### src/rtl/snake_pkg.sv
// Shared constants for the snake game: grid geometry, segment field layout and palette.
package snake_pkg;

  localparam int unsigned GRID_BITS  = 4;
  localparam int unsigned CELL_SHIFT = 4;
  localparam int unsigned NSEG       = 8;
  localparam int unsigned LEN_W      = 4;

  // Segment location word layout, shared with snake_core.
  localparam int unsigned X_MSB = 15;
  localparam int unsigned X_LSB = 8;
  localparam int unsigned Y_MSB = 7;
  localparam int unsigned Y_LSB = 0;

  localparam logic [11:0] C_BLACK = 12'h000;
  localparam logic [11:0] C_BOARD = 12'h222;
  localparam logic [11:0] C_HEAD  = 12'h0F0;
  localparam logic [11:0] C_BODY  = 12'h080;
  localparam logic [11:0] C_FOOD  = 12'hF00;
  localparam logic [11:0] C_DEAD  = 12'hF80;

  // Lengths above the segment storage would index segments that do not exist.
  function automatic logic [LEN_W-1:0] clamp_len(input logic [LEN_W-1:0] len);
    return (len > LEN_W'(NSEG)) ? LEN_W'(NSEG) : len;
  endfunction

endpackage

### src/rtl/snake_cell_match.sv
// Decides whether one snake segment occupies the grid cell currently being drawn.
module snake_cell_match
  import snake_pkg::*;
(
  input  logic [15:0]          loc,
  input  logic [LEN_W-1:0]     idx,
  input  logic [LEN_W-1:0]     len,
  input  logic [GRID_BITS-1:0] cx,
  input  logic [GRID_BITS-1:0] cy,
  output logic                 hit
);

  logic [7:0] x;
  logic [7:0] y;

  assign x = loc[X_MSB:X_LSB];
  assign y = loc[Y_MSB:Y_LSB];

  // Segments beyond the live length or with nonzero high bits (off-grid) never match.
  always_comb begin
    hit = (idx < len) &&
          (x[7:GRID_BITS] == '0) && (y[7:GRID_BITS] == '0) &&
          (x[GRID_BITS-1:0] == cx) && (y[GRID_BITS-1:0] == cy);
  end

endmodule

### src/rtl/snake_renderer.sv
// Pixel-side renderer: snapshots game state in vblank, then colours each pixel
// through a fixed two-stage pipeline (board coordinates, then colour lookup).
module snake_renderer
  import snake_pkg::*;
#(
  parameter int unsigned H_ORG  = 336,
  parameter int unsigned V_ORG  = 147,
  parameter int unsigned V_SNAP = 515
) (
  input  logic              clk,
  input  logic              rst,
  input  logic              bright,
  input  logic [9:0]        hCount,
  input  logic [9:0]        vCount,
  input  logic [NSEG*16-1:0] loc_flat,
  input  logic [3:0]        length,
  input  logic [7:0]        food,
  input  logic              dead,
  output logic              snap_pulse,
  output logic [11:0]       rgb
);

  // Shadow copy of the game state, stable for a whole frame.
  logic [NSEG*16-1:0] loc_sh;
  logic [LEN_W-1:0]   len_sh;
  logic [7:0]         food_sh;
  logic               dead_sh;
  logic               snap_valid;
  logic               snap;

  // Stage 1 registers.
  logic                 s1_bright;
  logic                 s1_in_board;
  logic [GRID_BITS-1:0] s1_cx;
  logic [GRID_BITS-1:0] s1_cy;

  logic [9:0]           dx;
  logic [9:0]           dy;
  logic                 in_x;
  logic                 in_y;

  logic [NSEG-1:0]      seg_hit;
  logic                 food_hit;
  logic [11:0]          colour;

  assign snap = (vCount == 10'(V_SNAP)) && (hCount == '0) && !rst;

  // Snapshot control state and strobe; reset wins over a coincident snapshot.
  always_ff @(posedge clk) begin
    if (rst) begin
      len_sh     <= '0;
      dead_sh    <= 1'b0;
      snap_valid <= 1'b0;
      snap_pulse <= 1'b0;
    end else begin
      snap_pulse <= snap;
      if (snap) begin
        len_sh     <= clamp_len(length);
        dead_sh    <= dead;
        snap_valid <= 1'b1;
      end
    end
  end

  // Shadow data words; meaningless until snap_valid, so they carry no reset.
  always_ff @(posedge clk) begin
    if (snap) begin
      loc_sh  <= loc_flat;
      food_sh <= food;
    end
  end

  // Board-relative offsets; an underflow yields a large dx/dy that fails the range test.
  always_comb begin
    dx   = hCount - 10'(H_ORG);
    dy   = vCount - 10'(V_ORG);
    in_x = (hCount >= 10'(H_ORG)) && ((dx >> CELL_SHIFT) < 10'(1 << GRID_BITS));
    in_y = (vCount >= 10'(V_ORG)) && ((dy >> CELL_SHIFT) < 10'(1 << GRID_BITS));
  end

  // Stage 1: register cell coordinates, board membership and the visible flag.
  always_ff @(posedge clk) begin
    if (rst) begin
      s1_bright   <= 1'b0;
      s1_in_board <= 1'b0;
      s1_cx       <= '0;
      s1_cy       <= '0;
    end else begin
      s1_bright   <= bright;
      s1_in_board <= in_x && in_y;
      s1_cx       <= dx[CELL_SHIFT +: GRID_BITS];
      s1_cy       <= dy[CELL_SHIFT +: GRID_BITS];
    end
  end

  for (genvar i = 0; i < NSEG; i++) begin : g_seg
    snake_cell_match u_match (
      .loc (loc_sh[16*i +: 16]),
      .idx (LEN_W'(i)),
      .len (len_sh),
      .cx  (s1_cx),
      .cy  (s1_cy),
      .hit (seg_hit[i])
    );
  end

  // Colour priority: blanking, off-board, no snapshot yet, head, body, food, empty cell.
  always_comb begin
    food_hit = (food_sh[7:4] == s1_cx) && (food_sh[3:0] == s1_cy);
    colour   = C_BOARD;
    if (!s1_bright || !s1_in_board) begin
      colour = C_BLACK;
    end else if (!snap_valid) begin
      colour = C_BOARD;
    end else if (seg_hit[0]) begin
      colour = dead_sh ? C_DEAD : C_HEAD;
    end else if (|seg_hit[NSEG-1:1]) begin
      colour = dead_sh ? C_DEAD : C_BODY;
    end else if (food_hit) begin
      colour = C_FOOD;
    end
  end

  // Stage 2: register the pixel colour.
  always_ff @(posedge clk) begin
    if (rst) begin
      rgb <= C_BLACK;
    end else begin
      rgb <= colour;
    end
  end

endmodule

### config.mk
export PLATFORM = sky130hd
export DESIGN_NAME = snake_renderer
export DESIGN_NICKNAME = d
export VERILOG_FILES = /design/src/rtl/snake_pkg.sv /design/src/rtl/snake_cell_match.sv /design/src/rtl/snake_renderer.sv
export SDC_FILE = /design/constraint.sdc
export NUM_CORES = 1
export LEC_CHECK = 0
export ABC_AREA = 1
export BUFFER_PORTS_ARGS = -buffer_cell sky130_fd_sc_hd__buf_2
export CORE_MARGIN = 4
export CORE_UTILIZATION = 45
export DETAILED_ROUTE_END_ITERATION = 10
export GPL_TIMING_DRIVEN = 0
export PLACE_DENSITY = 0.73
export SLEW_MARGIN = 20
export SYNTH_ARGS = -nofsm -noshare
export SYNTH_HDL_FRONTEND = slang
export SYNTH_SLANG_ARGS = --single-unit
### constraint.sdc
create_clock -name clk -period 3.8 [get_ports clk]
set_input_delay 0.19 -clock clk [delete_from_list [all_inputs] [get_ports clk]]
set_output_delay 0.19 -clock clk [all_outputs]
set_load 0.01 [all_outputs]
== Yosys cells after proc, flatten, opt, wreduce, memory -nomap -nowiden ==
Index checks and enable logic that the tools add are counted.

* Bits in registers: 165
* Input port bits: 164
* Output and inout port bits: 13
* Logic and storage cells: 116

* Add/sub/neg operators: 2
* Magnitude comparators: 13
* Equality and inequality tests: 19
* Multiplexer cells: 7
* Bitwise operators: 1
* Reductions and logical operators: 62

{| class="wikitable"
|+ Operator list
! operator !! number
|-
| equality test 4 bit || 18
|-
| zero test 4 bit || 16
|-
| 2-to-1 mux 12 bit || 5
|-
| logical AND 1 bit || 38
|-
| < comparator 3 x 4 -> 1 bit (first input constant) || 4
|-
| < comparator 6 x 5 -> 1 bit (second input constant) || 2
|-
| equality test 10 bit (second input constant) || 1
|-
| >= comparator 10 x 8 -> 1 bit (second input constant) || 1
|-
| >= comparator 10 x 9 -> 1 bit (second input constant) || 1
|-
| zero test 10 bit || 1
|-
| 2-to-1 mux 10 bit || 1
|-
| subtractor 10 x 8 -> 10 bit (second input constant) || 1
|-
| subtractor 10 x 9 -> 10 bit (second input constant) || 1
|-
| < comparator 1 x 4 -> 1 bit (first input constant) || 2
|-
| < comparator 2 x 4 -> 1 bit (first input constant) || 2
|-
| OR reduction 7 bit || 1
|-
| > comparator 4 bit (second input constant) || 1
|-
| 2-to-1 mux 4 bit || 1
|-
| zero test 1 bit || 3
|-
| OR reduction 3 bit || 1
|-
| OR reduction 2 bit || 1
|-
| logical OR 1 bit || 1
|-
| NOT 1 bit || 1
|}

== Logic depth before layout (Yosys ltp) ==
* Depth after elaboration: 9
* Mapped depth: 14
* Depth with buffers taken out: 13

== By module ==
From an unflattened synthesis, not the netlist that was laid out.

* Cells, all modules: 772
* Area, all modules: 7,463.4 µm²

{| class="wikitable"
|+ Modules (own cells, without submodules)
! module !! instances !! cells each !! area an instance (µm²) !! seq. area each (µm²)
|-
| snake_renderer || 1 || 316 || 5,301.3 || 4,544.4
|-
| snake_cell_match || 8 || 57 || 270.3 || 0.0
|}

== Worst setup path after synthesis ==
OpenSTA, ideal clock, no wires.

* Path kind: input to register
* From: input port hCount[4]
* To: register food_sh[0] (enable)
* Setup time: 0.488 ns
* Data arrival time: 3.479 ns
* Required time: 3.312 ns
* Slack: -0.167 ns
* Stages: 6
* Path buffers: 0
* Cell sequence: inv_1 ha_1 inv_1 nor4_1 nand3_2 inv_1

* Word-level cells in the longest chain between the ends: 3

{| class="wikitable"
|+ Ends and longest elaborated chain
! element !! line !! source
|-
| from (decl) || snake_renderer.sv:13 || <nowiki>input logic [9:0] hCount,</nowiki>
|-
| zero test 10 bit || snake_renderer.sv:46 || <nowiki>assign snap = (vCount == 10'(V_SNAP)) && (hCount == '0) && !rst;</nowiki>
|-
| logical AND 1 bit (2 in a row) || snake_renderer.sv:46 ||
|-
| net snap || snake_renderer.sv:29 || <nowiki>logic snap;</nowiki>
|-
| to (signal assigned) || snake_renderer.sv:69 || <nowiki>food_sh <= food;</nowiki>
|-
| to (decl) || snake_renderer.sv:26 || <nowiki>logic [7:0] food_sh;</nowiki>
|}

The timed path passes the listed nets, and every way through them passes these cells.
A chain may end at the register's enable or synchronous reset.

== Worst setup path after layout ==
* From: input port hCount[4]
* To: register loc_sh[58] (enable)

* Word-level cells in the longest chain between the ends: 3

{| class="wikitable"
|+ Ends and longest elaborated chain
! element !! line !! source
|-
| zero test 10 bit || snake_renderer.sv:46 ||
|-
| logical AND 1 bit (2 in a row) || snake_renderer.sv:46 ||
|-
| net snap || snake_renderer.sv:29 ||
|-
| to (signal assigned) || snake_renderer.sv:68 || <nowiki>loc_sh <= loc_flat;</nowiki>
|-
| to (decl) || snake_renderer.sv:24 || <nowiki>logic [NSEG*16-1:0] loc_sh;</nowiki>
|}

The timed path passes the listed nets, and every way through them passes these cells.

==> metrics.csv <==
metric;value;unit
outcome;finished clean;
path_cells;dlygate4sd3_1, buf_2, inv_1, ha_1, inv_1, nor4_1, nand3_2, clkinvlp_4, buf_12, buf_12, buf_12;
cpPeakStageDelay;0.57;ns
setup_ws;0.873;ns
drv_cap;0;
core_area;14100;µm²
finalWirelength;18100;µm
dieArea;16600;µm²
postSynthAreaPerCell;11.4;µm²
drc;0;
clock-sinks;159;
r2r_setup_slack;2.10;ns
yosys_warnings;0;
ys_types;35;
p_clk_share;43.0;%
yosysMostFrequentCell;edfxtp_1;
ys_seq_elements;159;
async_flop_share;0;%
yosysTopAreaCell;edfxtp_1;
finalPower;0.00393;W
rsz0062_at_grt;no;
grt_use_total;22.6;%
htree_levels;4;
clk_pin_slew;0.06;ns
avgViaCountPerCell;4.75;
postRouteAntennaNets;0;
grt_max_degree;37;
finalHoldViolations;0;
slowest_stage;clkinvlp_4;
floorplan.initialDensity;46.6;%
fmax;342;MHz
wire_per_inst;16.4;µm
powerDensity;405;nW/µm²
fin_nets;1078;
cts_resized;0;
fin_skew;0.0137;ns
power_switching;0.000805;W
synth_area_leaders;edfxtp_1, nand2_1, dfxtp_1;
cp_max_fo;36;
die_w;129;µm
hp-class;primary input to register;
drt-pass1-iter-count;6;
worst_pin_slew;0.738;ns
grt_pass1_wl;27900;µm
timing.hold.ws;0.0302;ns
slew_headroom;50.7;%
io_pins;177;
insertion_delay;0.43;ns
hpwlAfterDp;11000;µm
place.gp.congestion;0.880;
antenna_found_initial;1;
vias;5249;
synth-main-ff-cell;edfxtp_1;
critPathKind;primary input to register;
p_int;0.00313;W
place_ws;1.01;ns
period_share;77.0;%
yosys-top-cells-count;edfxtp_1, nand2_1, nor2_1, inv_1, xnor2_1;
syn-cell-area;6570;µm²
grt-ovfl-total;0;
finalSetupViolCount;0;
clk_path_buf_depth;2;
setup.worst_path.start;hCount[4];
post-route-min-period;2.93;ns
critical_path.reg2reg.startpoint;len_sh[3];
r2r_cells;11;
synth_cells;576;
cts_tree;built;
crit_path_end_kind;register;
area_growth;47.8;%
critPathRequiredTime;3.92;ns
finalMaxSlewViolations;0;
drt_iter0_drc;252;
port_buffers;173;
r2r-end;rgb[5];
yosysSeqAreaShare;69.2;%
seq_power_share;48.3;%
p_comb_share;8.7;%
synth_top_area_share;62.2;%
die_y;129;µm
numCtsBuffers;17;
synth_edf_count;136;
placement_rows;43;
vdd_drop_max;343;µV
cp_common_cell;buf_12;
drive_gt1_share;25.4;%
startpoint_type;primary input;
grt_pass1_vias;5634;
cp-endpoint;loc_sh[58];
p_sw_share;20.5;%
cts-root-buf;clkbuf_16;
leakage;4.10;nW
crit_arrival;3.05;ns
worst min path at each step:
stage	start	endpoint	slack [ns]	cells past startpoint
CTS	length[0]	len_sh[0]	0.006	3
floorplan	hCount[4]	s1_cx[0]	0.26	1
global route	rst	s1_in_board	0.03	2
finish	length[0]	len_sh[0]	0.03	3
global placement	loc_flat[29]	loc_sh[29]	0.37	1
detailed placement	loc_flat[56]	loc_sh[56]	0.37	1
metrics by stage:
stage | setup TNS [ns] | area [µm²] | utilization, % | cells
after floorplan | 0 | 6580 | - | 578
after global placement | -13.15 | 7670 | 54.4 | 931
after detailed placement | 0 | 7730 | 54.8 | 934
after CTS | 0 | 9700 | 68.8 | 1105
after global routing | 0 | 9700 | 68.8 | 1106
final | 0 | 9700 | 68.8 | 1106
cell usage in the layout (no fill, tap or decap), types with 4 or more instances in the layout:
| master | n |
|---|---|
| clkbuf_16 | 17 |
| nand4_1 | 13 |
| nand2_1 | 125 |
| buf_2 | 173 |
| buf_4 | 13 |
| nor3_1 | 4 |
| xor2_1 | 8 |
| inv_2 | 7 |
| dlygate4sd3_1 | 139 |
| edfxtp_1 | 136 |
| xnor2_1 | 31 |
| clkbuf_1 | 6 |
| nor2_1 | 81 |
| o21ai_0 | 6 |
| a21oi_1 | 9 |
| nand3_1 | 21 |
| dfxtp_1 | 23 |
| inv_1 | 68 |
logic make-up (layout without fill, tap and decap cells):
logic type,Yosys count,after routing,synth area share [%]
xor+xnor,39,39,5.20
flops,159,159,69.2
buf+inv,92,439,6.16
simple gates,260,260,16.9
fa+ha+maj,2,2,0.381
other cells,1,4,0.0571
compound gates,23,23,2.06
worst max-delay path: cells and delay by family:
family                     cells  cell delay (ns)
and+or+nand+nor                2             0.45
buffers and inverters          8             2.19
adders and majority gates      1             0.15
layout make-up:
type,count,area (µm²)
Sequential cell,159,4540
Fill cell,1008,4390
Timing Repair Buffer,315,2320
Multi-Input combinational cell,327,1620
Clock buffer,22,444
Inverter,77,295
Tap cell,180,225
Clock inverter,10,139
Buffer,15,113
Antenna cell,1,2.50
power groups by stage:
stage	sequential, W	clock (W)	combinational, W
final	0.00190	0.00169	0.000342
after CTS	0.00190	0.00170	0.000333
after floorplan	0.00194	0	0.000100
after detailed placement	0.00194	0	0.000219
after global placement	0.00194	0	0.000213
after global routing	0.00190	0.00179	0.000372
registers in the layout (all words and copies together) (netlist names):
register and cells:
loc_sh 128, snap_valid 1, rgb 6, len_sh 4, s1_cx 4, food_sh 8, dead_sh 1, s1_bright 1
snap_pulse 1, s1_cy 4, s1_in_board 1
timing repair:
| action | CTS | global route |
|---|---|---|
| hold buffers | 139 | 0 |
| endpoints found under the hold margin | 139 | 0 |
| setup buffers | 0 | 0 |
metal layers:
metal	global-route usage (%)	wire (µm)	up-vias
li1	-	-	2558
met1	24.7	6780	2438
met2	41.9	9680	205
met3	4.86	1090	48
met4	10.1	563	0
met5	0	0	-
No activity file was read; power rests on OpenSTA's default activity.
